**src/rtl/fetch_pkg.sv**
```systemverilog
// Shared types and constants for the instruction-fetch front end.
package fetch_pkg;

    parameter logic [31:0] RESET_PC_DEFAULT = 32'h0000_0000;
    parameter logic [31:0] NOP_INSTR        = 32'h0000_0013;

    typedef struct packed {
        logic [31:0] pc;
        logic [31:0] instr;
    } fetch_entry_t;

endpackage

```
**src/rtl/fetch_prefetch_queue_if.sv**
```systemverilog
// Fetch front-end bus: redirect input, imem request/response channel, decode handshake.
interface fetch_prefetch_queue_if;

    logic        pc_select_i;
    logic [31:0] pc_branch_i;
    logic        imem_req_valid_o;
    logic        imem_req_ready_i;
    logic [31:0] imem_addr_o;
    logic        imem_rsp_valid_i;
    logic [31:0] imem_rsp_data_i;
    logic        valid_o;
    logic        ready_i;
    logic [31:0] instruction_o;
    logic [31:0] pc_o;
    logic [31:0] pc_src_o;

    modport master (
        input  pc_select_i, pc_branch_i, imem_req_ready_i, imem_rsp_valid_i,
               imem_rsp_data_i, ready_i,
        output imem_req_valid_o, imem_addr_o, valid_o, instruction_o, pc_o, pc_src_o
    );

    modport slave (
        output pc_select_i, pc_branch_i, imem_req_ready_i, imem_rsp_valid_i,
               imem_rsp_data_i, ready_i,
        input  imem_req_valid_o, imem_addr_o, valid_o, instruction_o, pc_o, pc_src_o
    );

endinterface

```
**src/rtl/fetch_fifo.sv**
```systemverilog
// Synchronous DEPTH-entry FIFO of {pc, instr} entries with flush and occupancy count.
module fetch_fifo
    import fetch_pkg::*;
#(
    parameter int unsigned DEPTH = 4,
    parameter int unsigned AW    = $clog2(DEPTH),
    parameter int unsigned CW    = $clog2(DEPTH + 1)
) (
    input  logic         clk_i,
    input  logic         reset_i,
    input  logic         flush,
    input  logic         push,
    input  fetch_entry_t push_data,
    input  logic         pop,
    output logic [CW-1:0] count,
    output fetch_entry_t head
);

    fetch_entry_t mem [DEPTH];
    logic [AW-1:0] wr_ptr;
    logic [AW-1:0] rd_ptr;

    // DEPTH is a power of two, so pointers wrap by natural overflow.
    always_ff @(posedge clk_i) begin
        if (reset_i || flush) begin
            wr_ptr <= '0;
            rd_ptr <= '0;
            count  <= '0;
        end else begin
            if (push) begin
                mem[wr_ptr] <= push_data;
                wr_ptr      <= wr_ptr + AW'(1);
            end
            if (pop)
                rd_ptr <= rd_ptr + AW'(1);
            count <= count + CW'(push) - CW'(pop);
        end
    end

    assign head = mem[rd_ptr];

endmodule

```
**src/rtl/fetch_prefetch_queue.sv**
```systemverilog
// Fetch front end: owns the fetch PC, issues credit-limited imem requests, squashes on redirect.
module fetch_prefetch_queue
    import fetch_pkg::*;
#(
    parameter int unsigned DEPTH    = 4,
    parameter logic [31:0] RESET_PC = RESET_PC_DEFAULT
) (
    input  logic                   clk_i,
    input  logic                   reset_i,
    fetch_prefetch_queue_if.master bus
);

    localparam int unsigned CW = $clog2(DEPTH + 1);

    logic [31:0]   fetch_pc;
    logic [31:0]   resp_pc;
    logic [CW-1:0] outstanding;
    logic [CW-1:0] discard;
    logic [CW-1:0] count;
    logic [CW:0]   in_use;
    logic [31:0]   target;
    logic          req_valid;
    logic          fire;
    logic          rsp_ok;
    logic          push;
    logic          pop;
    logic          head_valid;
    fetch_entry_t  head;
    fetch_entry_t  push_data;

    always_comb begin
        in_use     = {1'b0, count} + {1'b0, outstanding};
        target     = {bus.pc_branch_i[31:2], 2'b00};
        req_valid  = !reset_i && (in_use < (CW+1)'(DEPTH)) && !bus.pc_select_i;
        fire       = req_valid && bus.imem_req_ready_i;
        // Responses with nothing outstanding are protocol errors and are ignored.
        rsp_ok     = bus.imem_rsp_valid_i && (outstanding != '0);
        push       = rsp_ok && (discard == '0) && !bus.pc_select_i;
        head_valid = !reset_i && (count != '0) && !bus.pc_select_i;
        pop        = head_valid && bus.ready_i;
        push_data  = '{pc: resp_pc, instr: bus.imem_rsp_data_i};
    end

    always_ff @(posedge clk_i) begin
        if (reset_i) begin
            fetch_pc    <= RESET_PC;
            resp_pc     <= RESET_PC;
            outstanding <= '0;
            discard     <= '0;
        end else if (bus.pc_select_i) begin
            fetch_pc    <= target;
            resp_pc     <= target;
            outstanding <= outstanding - CW'(rsp_ok);
            // Every request still in flight after this cycle belongs to the old path.
            discard     <= outstanding - CW'(rsp_ok);
        end else begin
            if (fire)
                fetch_pc <= fetch_pc + 32'd4;
            if (push)
                resp_pc <= resp_pc + 32'd4;
            outstanding <= outstanding + CW'(fire) - CW'(rsp_ok);
            if (rsp_ok && (discard != '0))
                discard <= discard - CW'(1);
        end
    end

    fetch_fifo #(.DEPTH(DEPTH)) u_fifo (
        .clk_i     (clk_i),
        .reset_i   (reset_i),
        .flush     (bus.pc_select_i),
        .push      (push),
        .push_data (push_data),
        .pop       (pop),
        .count     (count),
        .head      (head)
    );

    always_comb begin
        bus.imem_req_valid_o = req_valid;
        bus.imem_addr_o      = fetch_pc;
        bus.valid_o          = head_valid;
        if (count == '0) begin
            bus.instruction_o = NOP_INSTR;
            bus.pc_o          = 32'h0;
            bus.pc_src_o      = 32'h4;
        end else begin
            bus.instruction_o = head.instr;
            bus.pc_o          = head.pc;
            bus.pc_src_o      = head.pc + 32'd4;
        end
    end

endmodule
```
**src/flat_wrapper.sv**
```systemverilog
// flat-port wrapper written by rule: the top's interface ports become plain ports
module fetch_prefetch_queue_flat import fetch_pkg::*;
#(
    parameter int unsigned DEPTH    = 4,
    parameter logic [31:0] RESET_PC = RESET_PC_DEFAULT
)
  (clk_i, reset_i, bus_pc_select_i, bus_pc_branch_i, bus_imem_req_ready_i, bus_imem_rsp_valid_i, bus_imem_rsp_data_i, bus_ready_i, bus_imem_req_valid_o, bus_imem_addr_o, bus_valid_o, bus_instruction_o, bus_pc_o, bus_pc_src_o);
  fetch_prefetch_queue_if bus_i ();
  input  logic clk_i;
  input  logic reset_i;
  input wire logic [$bits(bus_i.pc_select_i)-1:0] bus_pc_select_i;
  input wire logic [$bits(bus_i.pc_branch_i)-1:0] bus_pc_branch_i;
  input wire logic [$bits(bus_i.imem_req_ready_i)-1:0] bus_imem_req_ready_i;
  input wire logic [$bits(bus_i.imem_rsp_valid_i)-1:0] bus_imem_rsp_valid_i;
  input wire logic [$bits(bus_i.imem_rsp_data_i)-1:0] bus_imem_rsp_data_i;
  input wire logic [$bits(bus_i.ready_i)-1:0] bus_ready_i;
  output wire logic [$bits(bus_i.imem_req_valid_o)-1:0] bus_imem_req_valid_o;
  output wire logic [$bits(bus_i.imem_addr_o)-1:0] bus_imem_addr_o;
  output wire logic [$bits(bus_i.valid_o)-1:0] bus_valid_o;
  output wire logic [$bits(bus_i.instruction_o)-1:0] bus_instruction_o;
  output wire logic [$bits(bus_i.pc_o)-1:0] bus_pc_o;
  output wire logic [$bits(bus_i.pc_src_o)-1:0] bus_pc_src_o;
  assign bus_i.pc_select_i = bus_pc_select_i;
  assign bus_i.pc_branch_i = bus_pc_branch_i;
  assign bus_i.imem_req_ready_i = bus_imem_req_ready_i;
  assign bus_i.imem_rsp_valid_i = bus_imem_rsp_valid_i;
  assign bus_i.imem_rsp_data_i = bus_imem_rsp_data_i;
  assign bus_i.ready_i = bus_ready_i;
  assign bus_imem_req_valid_o = bus_i.imem_req_valid_o;
  assign bus_imem_addr_o = bus_i.imem_addr_o;
  assign bus_valid_o = bus_i.valid_o;
  assign bus_instruction_o = bus_i.instruction_o;
  assign bus_pc_o = bus_i.pc_o;
  assign bus_pc_src_o = bus_i.pc_src_o;
  fetch_prefetch_queue #(.DEPTH(DEPTH), .RESET_PC(RESET_PC)) u_core (.clk_i(clk_i), .reset_i(reset_i), .bus(bus_i));
endmodule
```
**config.mk**
```make
export PLATFORM = sky130hd
export DESIGN_NAME = fetch_prefetch_queue_flat
export DESIGN_NICKNAME = d
export VERILOG_FILES = /design/src/rtl/fetch_pkg.sv /design/src/rtl/fetch_prefetch_queue_if.sv /design/src/rtl/fetch_fifo.sv /design/src/rtl/fetch_prefetch_queue.sv /design/src/flat_wrapper.sv
export SDC_FILE = /design/constraint.sdc
export NUM_CORES = 1
export LEC_CHECK = 0
export ABC_AREA = 1
export CORE_MARGIN = 5
export CORE_UTILIZATION = 52
export DETAILED_ROUTE_END_ITERATION = 10
export PLACE_DENSITY = 0.75
export RECOVER_POWER = 50
export REMOVE_ABC_BUFFERS = 1
export SETUP_SLACK_MARGIN = 0.05
export SLEW_MARGIN = 30
export SYNTH_ARGS = -nofsm -noshare
export SYNTH_HDL_FRONTEND = slang
export SYNTH_SLANG_ARGS = --single-unit
```
**constraint.sdc**
```tcl
create_clock -name clk_i -period 6.8 [get_ports clk_i]
set_input_delay 2.04 -clock clk_i [delete_from_list [all_inputs] [get_ports clk_i]]
set_output_delay 2.04 -clock clk_i [all_outputs]
set_load 0.01 [all_outputs]
```
==> flow_metrics.env <==
export IMPL_avgSynthCellArea_um2=8.611
export IMPL_worstPathRequired_ps=4760
export IMPL_power_leakage_nw=7.343
export IMPL_p_sw_share_pct=24.51
export IMPL_synth_area_mm2=0.01612
export IMPL_min_path_type="reg -> reg"
export IMPL_clock_latency_ps=520
export IMPL_post_cts_resized=0
export IMPL_io_buffers=191
export IMPL_drtAntennaViolNets=0
export IMPL_core_area_mm2=0.03059
export IMPL_register_area_mm2=0.008954
export IMPL_via_count=13400
export IMPL_min_period_ps=6474
export IMPL_drt_total_wl_um=42580
export IMPL_finalClockSkew_ps=17.53
export IMPL_ys_flop_type="edfxtp_1"
export IMPL_p_clk_share_pct=39.2
export IMPL_multiInputGateArea_mm2=0.006252
export IMPL_nFillCells=2498
export IMPL_die_w_um=186.1
export IMPL_wl_met1_um=17810
export IMPL_cts_sinks=323
export IMPL_ys_seq_elements=323
export IMPL_highest_layer="met4"
export IMPL_dieArea_mm2=0.03462
export IMPL_combPwrFrac_pct=11.2
export IMPL_cts_buffers_inserted=34
export IMPL_yosys_area_top_type_share_pct=46.20
export IMPL_ctsHoldBuffers=0
export IMPL_worst_pin_slew_ps=909.9
export IMPL_syn2layout_area_growth_pct=20.16
export IMPL_maxCapViolCount=0
export IMPL_synthTopCellsByArea="edfxtp_1, nand2_1, dfxtp_1, nor2_1, o21ai_0"
export IMPL_ys_warn_count=0
export IMPL_fin_crit_sh_pct=95.21
export IMPL_path_max_fanout=16
export IMPL_power_frac_seq_pct=49.6
export IMPL_total_power_mw=4.575
export IMPL_criticalPathCategory="in -> out"
export IMPL_power_internal_mw=3.454
export IMPL_ioPinCount=200
export IMPL_seq_area_frac_synth_pct=55.52
export IMPL_htreeDepth=2
export IMPL_vdd_ir_drop_max_uv=138.4
export IMPL_viasPerCell=5.444
export IMPL_first_pass_iters=5
export IMPL_powerDensity_mw_per_mm2=236.2
export IMPL_switching_power_mw=1.121
export IMPL_rsz0062_at_grt="no"
export IMPL_slew_viol_final=0
export IMPL_cp_end_kind="primary output"
export IMPL_hold_viol_final=0
export IMPL_initial_core_util_pct=52.70
export IMPL_die_h_um=186.1
export IMPL_avgRoutedWirePerCell_um=17.29
export IMPL_nNetsFinal=2129
export IMPL_clkTransAtPathRegs_ps=60
export IMPL_synthCells=1872
export IMPL_setup_worst_path_start_class="input port"
export IMPL_clock_fmax_mhz=154.5
export IMPL_cts_setup_buffers=0
export IMPL_setup_viol=0
export IMPL_ys_async_sr_fraction_pct=0
export IMPL_clockRootBuffer="clkbuf_16"
export IMPL_slew_headroom_pct=39.34
export IMPL_drtIter0Drc=1024
export IMPL_drive_gt1_share_pct=6.395
export IMPL_track_usage_pct=24.36
export IMPL_yosysTopAreaCell="edfxtp_1"
export IMPL_grt_max_degree=114
export IMPL_holdWs_ps=500.7
export IMPL_wl_met3_um=3275
export IMPL_place_congestion=0.9333
export IMPL_grt_remaining_overflow=0
export IMPL_cts_buffer_depth=3
export IMPL_num_rows=64
export IMPL_final_cells=2462
export IMPL_grt_pass1_wl_um=66980
export IMPL_antenna_found_initial=0
export IMPL_synth_cell_type_count=47
export IMPL_grt_pass1_vias=13000
export IMPL_status="finished clean"
export IMPL_dp_hpwl_um=28640
export IMPL_arrival_ps=4430
export IMPL_cts_tree="yes"
export IMPL_synth_edff_count=248
export IMPL_drcViolationCount=0
export IMPL_dp_cells=2399
export IMPL_dr_wl_met2_um=20200
[synthesized netlist by cell type, types with 2 or more instances]
master	n
fa_1	2
nor2_2	14
nand3_1	117
a21oi_1	94
xnor2_1	8
nand2_1	504
inv_2	8
xor2_1	26
o22ai_1	4
o311ai_0	3
o211ai_1	3
edfxtp_1	248
buf_6	6
o21ai_0	124
o21a_1	3
nor3_2	5
nor2_4	7
nand4_1	13
nand2_2	19
nor3_1	17
buf_4	15
nand2_4	2
nand3_2	9
dfxtp_1	75
ha_1	17
a31oi_1	16
o21ai_1	2
buf_1	8
or2_2	4
nor2_1	304
clkbuf_1	27
buf_2	22
inv_1	129
nor3b_1	3
a22o_1	2
[cell families (layout without fill, tap and decap cells)]
logic type               Yosys count  in the layout  share of synthesized area [%]
flip-flops                       323            323                          55.52
AND/OR/NAND/NOR                 1021           1021                          26.68
buffers and inverters            218            405                          5.961
other                              1              8                        0.02326
adder cells (fa/ha/maj)           19             19                          1.568
AO/OA/AOI/OAI                    256            256                          8.407
XOR/XNOR                          34             34                          1.847
[flip-flops by register name, indices dropped and copies added, names as in the netlist, named ones only]
register	count
u_core.u_fifo.mem	248
u_core.bus.imem_addr_o	30
u_core.resp_pc	30
u_core.discard	3
u_core.outstanding	3
u_core.u_fifo.count	3
u_core.u_fifo.rd_ptr	2
u_core.u_fifo.wr_ptr	2
[layout by cell type, fill, tap and decap left out, drive strengths merged, types with 22 or more instances in the layout]
cell | netlist | routed
nand2 | 525 | 525
dlygate4sd3 | 0 | 64
inv | 137 | 136
xor2 | 26 | 26
dfxtp | 75 | 75
o21ai | 126 | 126
edfxtp | 248 | 248
clkdlybuf4s50 | 0 | 127
nor2 | 325 | 325
nor3 | 22 | 22
a21oi | 94 | 94
nand3 | 126 | 126
clkbuf | 28 | 40
[power by group through the flow]
stage	Sequential [mW]	Clock (mW)	Combinational, mW
after floorplan	2.29	0	0.291
after global placement	2.30	0	0.506
after detailed placement	2.31	0	0.521
after CTS	2.27	1.82	0.525
after global routing	2.28	1.92	0.577
final	2.27	1.79	0.515
[routing by layer]
layer,vias to the layer above,global-route usage [%]
li1,6548,-
met1,6226,32.92
met2,543,40.21
met3,86,4.143
met4,0,8.190
met5,-,0
[worst max-delay path, stage by stage]
cell and delay, ps:
dlygate4sd3_1 570, clkinvlp_2 460, nand2_1 340, nor3_1 410, clkdlybuf4s50_1 610
[path summary, 6_finish.rpt]
check	from	to	cells past startpoint	slack, ps
setup / recovery	bus_pc_select_i	bus_imem_req_valid_o	5	330
hold / removal	u_core.u_fifo.rd_ptr[1]	flip-flop	1	500
setup reg to reg	u_core.outstanding[2]	u_core.u_fifo.mem[1][18]	7	3560
hold reg to reg	u_core.u_fifo.rd_ptr[1]	flip-flop	1	500
[layout make-up]
| type | count | share of cell area (%) |
|---|---|---|
| Sequential cell | 323 | 46.23 |
| Clock buffer | 40 | 4.619 |
| Antenna cell | 2 | 0.02584 |
| Clock inverter | 20 | 0.9109 |
| Multi-Input combinational cell | 1336 | 32.28 |
| Tap cell | 396 | 2.558 |
| Timing Repair Buffer | 207 | 10.68 |
| Inverter | 138 | 2.694 |
[through the flow]
step | util (%) | TNS (ps) | instance area (µm²) | worst slack (ps)
after floorplan | - | -6515 | 15700 | -457.4
after global placement | 59.77 | 0 | 18280 | 947.3
after detailed placement | 59.77 | 0 | 18280 | 947.3
after CTS | 63.27 | 0 | 19350 | 610.6
after global routing | 63.30 | 0 | 19360 | 200.5
final | 63.32 | 0 | 19370 | 325.9
(Power assumes the default switching activity.)
